### config.mk
export PLATFORM = sky130hd
export DESIGN_NAME = au_sub_v_ser
export DESIGN_NICKNAME = d
export VERILOG_FILES = /design/src/rtl/au_sub_v_ser.sv
export SDC_FILE = /design/constraint.sdc
export NUM_CORES = 1
export LEC_CHECK = 0
export BUFFER_PORTS_ARGS = -buffer_cell sky130_fd_sc_hd__buf_2
export CAP_MARGIN = 20
export CORE_MARGIN = 2
export CORE_UTILIZATION = 35
export DETAILED_ROUTE_END_ITERATION = 10
export PLACE_DENSITY_LB_ADDON = 0.12
export SETUP_SLACK_MARGIN = 0.02
export SLEW_MARGIN = 15
export SYNTH_ARGS = -nofsm -noshare
export SYNTH_HDL_FRONTEND = slang
export SYNTH_SLANG_ARGS = --single-unit
### constraint.sdc
create_clock -name clk -period 2.81 [get_ports clk]
set_input_delay 0.1405 -clock clk [delete_from_list [all_inputs] [get_ports clk]]
set_output_delay 0.1405 -clock clk [all_outputs]
set_load 0.1 [all_outputs]
### src/rtl/au_sub_v_ser.sv
// au_sub_v_ser: digit-serial subtractor computing d = a - b - bi, DIGIT bits per cycle.
//
// Ports:
//   clk    - single clock, rising edge
//   rst    - synchronous active-high reset
//   start  - launch request, accepted while idle or in the done cycle
//   a, b   - minuend / subtrahend, captured on the launching edge
//   bi     - borrow-in, captured on the launching edge
//   busy   - operation in progress
//   done   - one-cycle completion pulse; d, bo, v valid from this cycle
//   d      - difference modulo 2^WIDTH
//   bo     - borrow-out (unsigned a < b + bi)
//   v      - two's-complement overflow of a - b - bi
module au_sub_v_ser #(
  parameter int WIDTH = 16,
  parameter int DIGIT = 4
) (
  input  logic             clk,
  input  logic             rst,
  input  logic             start,
  input  logic [WIDTH-1:0] a,
  input  logic [WIDTH-1:0] b,
  input  logic             bi,
  output logic             busy,
  output logic             done,
  output logic [WIDTH-1:0] d,
  output logic             bo,
  output logic             v
);

  localparam int N  = WIDTH / DIGIT;
  localparam int CW = (N > 1) ? $clog2(N) : 1;
  localparam logic [CW-1:0] LAST = CW'(N - 1);

  typedef enum logic [1:0] {IDLE, RUN, DONE} state_t;

  state_t           state_q, state_d;
  logic [WIDTH-1:0] a_q, a_d;
  logic [WIDTH-1:0] b_q, b_d;
  logic [WIDTH-1:0] res_q, res_d;
  logic [WIDTH-1:0] d_q, d_d;
  logic             borrow_q, borrow_d;
  logic             bo_q, bo_d;
  logic             v_q, v_d;
  logic [CW-1:0]    cnt_q, cnt_d;

  logic [DIGIT-1:0] slice_diff;
  logic             slice_bout;
  logic             slice_msb_bin;
  logic             ready;
  logic             launch;
  logic             last_digit;

  // Ripple-borrow subtract of the current low slice. The borrow entering the
  // slice's top bit is kept: on the final slice that bit is the MSB, and
  // borrow-into-MSB XOR borrow-out-of-MSB equals the carry-based overflow.
  always_comb begin : slice_sub
    logic chain;
    chain         = borrow_q;
    slice_diff    = '0;
    slice_msb_bin = 1'b0;
    for (int unsigned i = 0; i < DIGIT; i++) begin
      slice_diff[i] = a_q[i] ^ b_q[i] ^ chain;
      slice_msb_bin = chain;
      chain         = (~a_q[i] & b_q[i]) | (~(a_q[i] ^ b_q[i]) & chain);
    end
    slice_bout = chain;
  end

  always_comb begin
    ready      = (state_q == IDLE) || (state_q == DONE);
    launch     = ready && start;
    last_digit = (cnt_q == LAST);

    state_d  = state_q;
    a_d      = a_q;
    b_d      = b_q;
    res_d    = res_q;
    d_d      = d_q;
    borrow_d = borrow_q;
    bo_d     = bo_q;
    v_d      = v_q;
    cnt_d    = cnt_q;

    case (state_q)
      IDLE:    if (start) state_d = RUN;
      RUN:     if (last_digit) state_d = DONE;
      DONE:    state_d = start ? RUN : IDLE;
      default: state_d = IDLE;
    endcase

    if (launch) begin
      a_d      = a;
      b_d      = b;
      borrow_d = bi;
      cnt_d    = '0;
      res_d    = '0;
    end else if (state_q == RUN) begin
      // Operands shift right so the active slice is always at bit 0; the
      // difference fills the accumulator from the top, ending LSB-aligned.
      a_d      = a_q >> DIGIT;
      b_d      = b_q >> DIGIT;
      borrow_d = slice_bout;
      res_d    = (res_q >> DIGIT) | (WIDTH'(slice_diff) << (WIDTH - DIGIT));
      cnt_d    = cnt_q + CW'(1);
      if (last_digit) begin
        cnt_d = '0;
        d_d   = res_d;
        bo_d  = slice_bout;
        v_d   = slice_msb_bin ^ slice_bout;
      end
    end
  end

  always_ff @(posedge clk) begin
    if (rst) begin
      state_q  <= IDLE;
      a_q      <= '0;
      b_q      <= '0;
      res_q    <= '0;
      d_q      <= '0;
      borrow_q <= 1'b0;
      bo_q     <= 1'b0;
      v_q      <= 1'b0;
      cnt_q    <= '0;
    end else begin
      state_q  <= state_d;
      a_q      <= a_d;
      b_q      <= b_d;
      res_q    <= res_d;
      d_q      <= d_d;
      borrow_q <= borrow_d;
      bo_q     <= bo_d;
      v_q      <= v_d;
      cnt_q    <= cnt_d;
    end
  end

  assign busy = (state_q == RUN);
  assign done = (state_q == DONE);
  assign d    = d_q;
  assign bo   = bo_q;
  assign v    = v_q;

endmodule

==> results.cfg, run 1 <==
[critical_path]
cp_num_buf_inv = 3
cp_top_family = adder cells
end_kind = flip-flop
cp-start-kind = flip-flop
critPathKind = reg2reg
cp.required_ns = 3.01
critical_path.cell_chain = inv_1, fa_1, inv_1, fa_1, fa_1, inv_1, fa_1, nand2_1, a21oi_1
slowest_stage = fa_1
crit_arrival_ns = 2.36
cp_slowest_stage_delay_ns = 0.42
crit_fanout = 2
cp_common_cell = fa_1

[power]
p_per_area_mw_per_mm2 = 706
peakVddDrop_uv = 346
p_leak_nw = 1.24
total_power_mw = 2.26

[finish]
fin_cells = 457
diodes = 0
utilization_pct = 43.7
syn_to_final_growth_pct = 19.8
layout-drive-gt1-share_pct = 22.9
register_area_mm2 = 0.00134
nFillCells = 760
nets = 394
multiInputGateArea_mm2 = 0.00115

[global_routing]
grt_max_degree = 54
grt_antenna_before_repair = 0
grt_pass1_vias = 2094
grt_usage_pct = 15.0
grt_overflow = 0
grt_first_pass_wirelength_mm = 10.1

[timing]
rsz0062_at_grt = false
hold_viol = 0
fin_skew_ns = 0.0103
finalCritPeriodShare_pct = 76.8
fmax_ghz = 0.464
relSlewSlack_pct = 51.6
drv_slew = 0
post-route-min-period_ns = 2.16
setup_violations = 0
tightest_slew_ns = 0.725
final.setup.tns_ns = 0
whs_ns = 0.0331

[drt]
first_pass_iters = 4
detail-route-antenna-nets = 0
vias = 2236
wl_per_cell_um = 13.0
drc_errors = 0
drtIter0Drc = 117
viasPerCell = 4.89
route.final.wire_length_mm = 5.93

[clock_network]
h-tree-depth = 3
postCtsResizedCells = 0
root_buffer = clkbuf_8
cts_setup_buffers = 0
clock_path_buffers = 2
cts_tree = done
ctsHoldBuffers = 0
clock_latency_ns = 0.34
clock_sinks = 67
cts.clk_slew.worst_paths_ns = 0.07
cts-buffers-inserted = 9

[synth]
yosysTopAreaCellShare_pct = 50.1
synth_area_per_cell_um2 = 8.66
synth_top_area_cell = dfxtp_1
syn_area_mm2 = 0.00268
synth_area_leaders = dfxtp_1 (50%), nand2_1 (10%), a21oi_1 (7.9%), fa_1 (3.0%), nor3_1 (3.0%)
synthDistinctLibCells = 28
yosys_register_bits = 67
yosysSeqAreaShare_pct = 50.1
synth_nets = 350
ys_warn_count = 0
synth_cells = 309

[floorplanning]
start_util_pct = 36.5
die_area_mm2 = 0.00836
die-width_um = 91.4
die_h_um = 91.4
rows = 31
core_area_mm2 = 0.00733
ioPinCount = 56

[outcome]
status = complete, no violations

[placed_design]
place.detailed.hpwl_mm = 3.65
routabilityCongestion = 0.726
io_buffers = 55
place_inst = 441

[flow_run]
cap_viol_max_count = 0

[min_path]
hp-class = in2reg
worst register-to-register path, delay by kind of cell, from the launching register on:
family                   cells  cell delay [ns]
AO/OA/AOI/OAI                1             0.06
AND/OR/NAND/NOR              1             0.07
flip-flops                   1             0.30
adder cells (fa/ha/maj)      4             1.37
buffers and inverters        3             0.22
synth_stat cells, drive strengths merged:
cell type,count
a211oi,5
a21oi,42
a22oi,10
a2bb2oi,1
a311oi,8
and3b,1
buf,20
clkbuf,6
dfxtp,67
fa,4
ha,1
inv,8
mux2i,4
nand2,71
nand2b,3
nand3,15
nand3b,1
nor2,14
nor2b,2
nor3,16
o21a,1
o22ai,7
or3,1
xnor2,1
registers in the layout (all words and copies together) (netlist names):
signal and flops:
borrow_q 1, d 16, res_q 12, v 1
bo 1, state_q 2, b_q 16, a_q 16
cnt_q 2
cell families (layout without fill, tap and decap cells):
family	after synthesis	count (layout)	share of synthesized area (%)
adders and majority gates	5	5	3.46
AOI/OAI and AO/OA	74	74	17.9
DFF	67	67	50.1
muxes	4	4	1.50
buffers and inverters	34	83	6.97
xor gates and xnor gates	1	1	0.327
and+or+nand+nor	124	124	19.7
per-layer routing:
| metal | global-route usage, % | wire (um) | vias up |
|---|---|---|---|
| met3 | 5.64 | 325 | 6 |
| met4 | 3.41 | 49 | 0 |
| met1 | 19.2 | 2770 | 1034 |
| li1 | - | - | 1144 |
| met5 | 0 | 0 | - |
| met2 | 23.9 | 2790 | 52 |
final cells by class:
| cell class | count | area share, % |
|---|---|---|
| multi-input cells | 208 | 35.9 |
| well taps | 99 | 3.86 |
| clock buffers | 10 | 4.29 |
| clock inverters | 6 | 3.51 |
| inverters | 8 | 1.01 |
| flip-flops and latches | 67 | 41.8 |
| repair buffers | 59 | 9.52 |
path summary, 6_finish.rpt:
check / startpoint / endpoint / slack [ns] / depth (start not counted)
setup / recovery: b_q[0] / d[15] / 0.65 / 9
hold / removal: b[14] / b_q[14] / 0.03 / 3
setup reg to reg: b_q[0] / d[15] / 0.65 / 9
hold reg to reg: v / v / 0.45 / 2
cells in the final DEF, fill, tap and decap left out, types with 5 or more instances in the layout:
master,count
a21oi_1,42
clkbuf_8,10
nor3_1,16
buf_2,55
nor2_1,14
inv_1,7
nand2_1,71
o22ai_1,7
dfxtp_1,67
a211oi_1,5
nand3_1,15
a22oi_1,10
per-stage QoR:
stage	area, um^2	setup WS [ns]
5_1_grt	3210	0.506
2_1_floorplan	2680	0.759
3_5_place_dp	2960	0.645
6_report	3210	0.653
3_3_place_gp	2960	0.653
4_1_cts	3210	0.635
power by group:
part           total [mW]  leakage (nW)  switching, mW  internal, mW
logic               0.252         0.570          0.152        0.0991
registers            1.02         0.547         0.0262         0.994
clock network       0.990         0.126          0.375         0.615
total                2.26          1.24          0.554          1.71
Power figures use the tool's default switching activity.
==> run 2: changes to the inputs <==
ABC_AREA = 1   (was not set)
clock period = 2 ns   (was 2.81 ns; I/O delays follow)
==> results.cfg, run 2 <==
[power]
p_sw_share_pct = 24.6
p_int_mw = 2.58
power.net_switching_uw = 843
p_seq_share_pct = 42.3
p_per_area_mw_per_mm2 = 934
p_leak_nw = 1.78
pwr-share-clk_pct = 44.3
peakVddDrop_uv = 539
p_comb_share_pct = 13.4

[finish]
diodes = 0
fin_area_mm2 = 0.00366
fin_cells = 574
layout-drive-gt1-share_pct = 23.5
mostFrequentLayoutCell = nand2_1
nets = 505
final_cell_mix = nand2_1 (80), dfxtp_1 (65), buf_2 (54), nor2_1 (48), inv_1 (47)
syn_to_final_growth_pct = 24.8

[clock_network]
clock_sinks = 67
clock_path_buffers = 2
root_buffer = clkbuf_8
h-tree-depth = 3
clock_latency_ns = 0.34
cts.clk_slew.worst_paths_ns = 0.07
cts-buffers-inserted = 9
cts_setup_buffers = 0
cts_tree = done

[synth]
synth_top_area_cell = dfxtp_1
ys_warn_count = 0
yosys_register_bits = 67
synthDistinctLibCells = 21
async_flop_share_pct = 0
yosysMostFrequentCell = nand2_1
yosysSeqAreaShare_pct = 45.7
synth_cells = 403
synth_area_leaders = dfxtp_1 (46%), nand2_1 (10%), inv_1 (6.6%), nor2_1 (6.4%), nand3_1 (6.3%)
ys_top_cells_by_count = nand2_1 (81), dfxtp_1 (67), inv_1 (52)
syn_area_mm2 = 0.00294
synth_nets = 444
synth-edff-count = 0
synthFlopType = dfxtp_1
yosysTopAreaCellShare_pct = 45.7
synth_area_per_cell_um2 = 7.28

[timing]
setup_violations = 3
post-route-min-period_ns = 2.05
tightest_slew_ns = 0.488
hold_viol = 0
fin_skew_ns = 0.00889
fmax_ghz = 0.487
drv_slew = 0
finalCritPeriodShare_pct = 103
fin_ws_ns = -0.0535
rsz0062_at_grt = true
relSlewSlack_pct = 67.7

[outcome]
violations = negative setup slack
status = finished, violations left

[global_routing]
met1_usage_pct = 20.2
grt_pass1_vias = 2518
grt_max_degree = 30
grt_usage_pct = 16.6
grt_first_pass_wirelength_mm = 11.6
grt_antenna_before_repair = 0
use_met3_pct = 4.66
grt_overflow = 0
met2_usage_pct = 28.3
busiest_layer = met2

[floorplanning]
start_util_pct = 35.9
core_area_mm2 = 0.00818
die_h_um = 95.6
rows = 33
ioPinCount = 56
die_area_mm2 = 0.00914
die-width_um = 95.6

[flow_run]
cap_viol_max_count = 0

[drt]
detail-route-antenna-nets = 0
route.final.wire_length_mm = 6.92
drc_errors = 0
first_pass_iters = 4
wl_per_cell_um = 12.1
viasPerCell = 4.60
vias = 2638
drtIter0Drc = 109

[critical_path]
critPathKind = reg2reg
cp_slowest_stage_delay_ns = 0.44
cp.required_ns = 2.23
crit_arrival_ns = 2.29
cp-start-kind = flip-flop
crit_fanout = 2
slowest_stage = fa_2
end_kind = flip-flop
critical_path.cell_chain = inv_2, fa_2, inv_2, fa_2, fa_2, inv_2, fa_2, nor2_2, nor2_1
cp_common_cell = fa_2

[placed_design]
routabilityCongestion = 0.797
place.detailed.hpwl_mm = 4.77
place_inst = 551
io_buffers = 55
postPlaceCellArea_mm2 = 0.00330

[min_path]
hp-class = in2reg
[run 2: critical path: cells and delay by family, from the launching register on]
| kind | cells | cell delay [ns] |
|---|---|---|
| buffers and inverters | 3 | 0.17 |
| DFF | 1 | 0.32 |
| adders and majority gates | 4 | 1.33 |
| and+or+nand+nor | 2 | 0.14 |
[run 2: kinds of logic after synthesis]
kind of cell / synth area share [%]
fa+ha+maj: 3.15
simple gates: 26.0
flops: 45.7
buf+inv: 12.2
compound gates: 13.0
[run 2: final timing paths]
check,to,slack [ns],cells after the start,from
setup / recovery,d[15],-0.05,9,b_q[0]
hold reg to reg,res_q[4],0.46,2,res_q[8]
setup reg to reg,d[15],-0.05,9,b_q[0]
hold / removal,a_q[12],0.01,3,a[12]
[run 2: timing repair]
action	CTS	global route
hold endpoints to repair	7	0
gates resized for setup	2	8
hold buffers	7	0
pin swaps	3	2
setup endpoints to repair	5	5
[run 2: through the flow]
stage / TNS [ns] / setup slack, ns / hold WS (ns) / utilization [%] / power [mW]
6_report: -0.111 / -0.0535 / 0.0102 / 44.8 / 3.42
5_1_grt: -0.403 / -0.119 / 0.0240 / 44.8 / 3.61
4_1_cts: -0.0986 / -0.0507 / 0.000487 / 44.6 / 3.46
3_5_place_dp: -0.308 / -0.107 / 0.334 / 40.4 / 1.92
3_3_place_gp: -0.227 / -0.0881 / 0.326 / 40.4 / 1.92
2_1_floorplan: -0.0137 / -0.0137 / 0.235 / - / 1.80
[run 2: layout make-up]
class                           count  area [um^2]
Fill cell                         864         4510
Multi-Input combinational cell    257         1260
Tap cell                          105          131
Clock inverter                      6          136
Inverter                           57          219
Clock buffer                       10          138
Timing Repair Buffer               72          435
Sequential cell                    67         1340
[run 2: power groups by stage]
| stage | clock network (mW) | logic [mW] | registers, mW |
|---|---|---|---|
| after detailed placement | 0 | 0.444 | 1.48 |
| after CTS | 1.55 | 0.456 | 1.45 |
| after floorplan | 0 | 0.329 | 1.47 |
| after global placement | 0 | 0.443 | 1.48 |
| after global routing | 1.62 | 0.530 | 1.46 |
| final | 1.52 | 0.459 | 1.45 |
[run 2: metal layers]
metal	vias up	wire, um
met5	-	0
met3	2	339
met4	0	34
met1	1194	3220
li1	1382	-
met2	60	3340
==> run 3: changes to the inputs <==
CORE_MARGIN = 1.5   (was 2)
PLACE_DENSITY_LB_ADDON = 0.2   (was 0.12)
==> results.cfg, run 3 (same netlist as run 2, synthesis figures left out) <==
[placed_design]
routabilityCongestion = 0.792
place.detailed.hpwl_mm = 4.60
place_ws_ns = -0.0967
postPlaceCellArea_mm2 = 0.00332
io_buffers = 55

[critical_path]
r2r-end = res_q[15]
slowest_stage = fa_2
cp.required_ns = 2.23
r2r-start = b_q[0]
critical_path.cell_chain = inv_2, fa_1, inv_2, fa_2, fa_2, inv_2, fa_2, nand2_1, a21oi_2
rrSetupSlack_ns = -0.04
rr_worst_depth = 9
cp-start-kind = flip-flop
crit_fanout = 2
end_kind = flip-flop
cp_slowest_stage_delay_ns = 0.44
crit_arrival_ns = 2.27
critPathKind = reg2reg

[drt]
route.final.wire_length_mm = 6.85
detail-route-antenna-nets = 0
drc_errors = 0
vias = 2630
drtIter0Drc = 110
wl_per_cell_um = 11.9
viasPerCell = 4.57
first_pass_iters = 4

[power]
p_per_area_mw_per_mm2 = 868
p_leak_nw = 1.77
p_sw_share_pct = 26.9
power.net_switching_uw = 845
peakVddDrop_uv = 400
pwr-share-clk_pct = 39.2
p_comb_share_pct = 14.6
p_seq_share_pct = 46.2
p_int_mw = 2.30

[floorplanning]
rows = 33
ioPinCount = 56
die_area_mm2 = 0.00895
start_util_pct = 35.9
core_area_mm2 = 0.00818
die_h_um = 94.6
die-width_um = 94.6

[clock_network]
root_buffer = clkbuf_8
h-tree-depth = 3
cts.clk_slew.worst_paths_ns = 0.07
clock_path_buffers = 2
clock_sinks = 67
cts_tree = done
cts_setup_buffers = 0
clock_latency_ns = 0.34
cts-buffers-inserted = 9

[finish]
multiInputGateArea_mm2 = 0.00125
nFillCells = 898
syn_to_final_growth_pct = 23.2
register_area_mm2 = 0.00134
diodes = 0
nets = 507
mostFrequentLayoutCell = nand2_1
fin_area_mm2 = 0.00362
layout-drive-gt1-share_pct = 23.1
final_cell_mix = nand2_1 (81), dfxtp_1 (65), buf_2 (54), nor2_1 (48), inv_1 (47)

[global_routing]
busiest_layer = met2
grt_antenna_before_repair = 0
grt_pass1_vias = 2594
grt_overflow = 0
grt_usage_pct = 17.2
grt_max_degree = 29
grt_first_pass_wirelength_mm = 11.9
met2_usage_pct = 29.9
use_met3_pct = 4.11
met1_usage_pct = 20.8

[timing]
fin_skew_ns = 0.0102
tightest_slew_ns = 0.479
rsz0062_at_grt = true
post-route-min-period_ns = 2.04
fin_ws_ns = -0.0405
finalCritPeriodShare_pct = 102
fmax_ghz = 0.490
hold_viol = 0
relSlewSlack_pct = 68.1
drv_slew = 0
setup_violations = 3

[flow_run]
cap_viol_max_count = 0

[min_path]
hold_end = a_q[12]
min_delay_path_depth = 3
hp-class = in2reg
hp-start = a[12]

[outcome]
status = finished, violations left
violations = negative setup slack
run 3: what timing repair did:
item / 4_1_cts / 5_1_grt
endpoints found under the hold margin: 7 / 0
setup endpoints to repair: 5 / 5
pin swaps: 2 / 1
resized for setup: 4 / 5
hold buffers: 7 / 0
run 3: cell type report:
class / count / area share (%)
clock buffers: 10 / 3.53
well taps: 105 / 3.63
repair buffers: 74 / 12.5
clock inverters: 6 / 2.49
multi-input cells: 257 / 34.7
inverters: 57 / 6.05
flip-flops and latches: 67 / 37.1
run 3: layer usage:
metal	vias up	wire length, um
met2	52	3290
met3	12	253
met5	-	0
met1	1175	3210
met4	0	93
li1	1391	-
run 3: through the flow:
step,setup TNS [ns],util (%),hold slack [ns],power (mW),cells
final,-0.0665,44.2,0.0160,3.14,576
after floorplan,-0.0137,-,0.235,1.80,403
after CTS,-0.0787,44.1,0.00359,3.17,576
after global placement,-0.231,40.6,0.329,1.92,553
after detailed placement,-0.327,40.6,0.345,1.93,553
after global routing,-0.507,44.2,0.0190,3.31,576
run 3: worst max-delay path by stage:
stage | from | to | slack (ns) | cells past startpoint
3_5_place_dp | borrow_q | d[15] | -0.1 | 9
2_1_floorplan | borrow_q | d[15] | -0.01 | 9
6_report | b_q[0] | res_q[15] | -0.04 | 9
4_1_cts | a_q[0] | res_q[15] | -0.04 | 8
3_3_place_gp | borrow_q | d[15] | -0.08 | 9
5_1_grt | b_q[0] | d[15] | -0.15 | 9
run 3: power by group through the flow:
stage / logic [mW] / registers (mW) / clock network, mW
2_1_floorplan: 0.329 / 1.47 / 0
3_3_place_gp: 0.440 / 1.48 / 0
3_5_place_dp: 0.445 / 1.48 / 0
4_1_cts: 0.459 / 1.45 / 1.26
5_1_grt: 0.529 / 1.46 / 1.32
6_report: 0.458 / 1.45 / 1.23
run 3: worst max-delay path: cells and delay by family, from the launching register on:
family / cells / cell delay, ns
DFF: 1 / 0.32
adders and majority gates: 4 / 1.31
and+or+nand+nor: 1 / 0.09
buffers and inverters: 3 / 0.17
AOI/OAI and AO/OA: 1 / 0.05
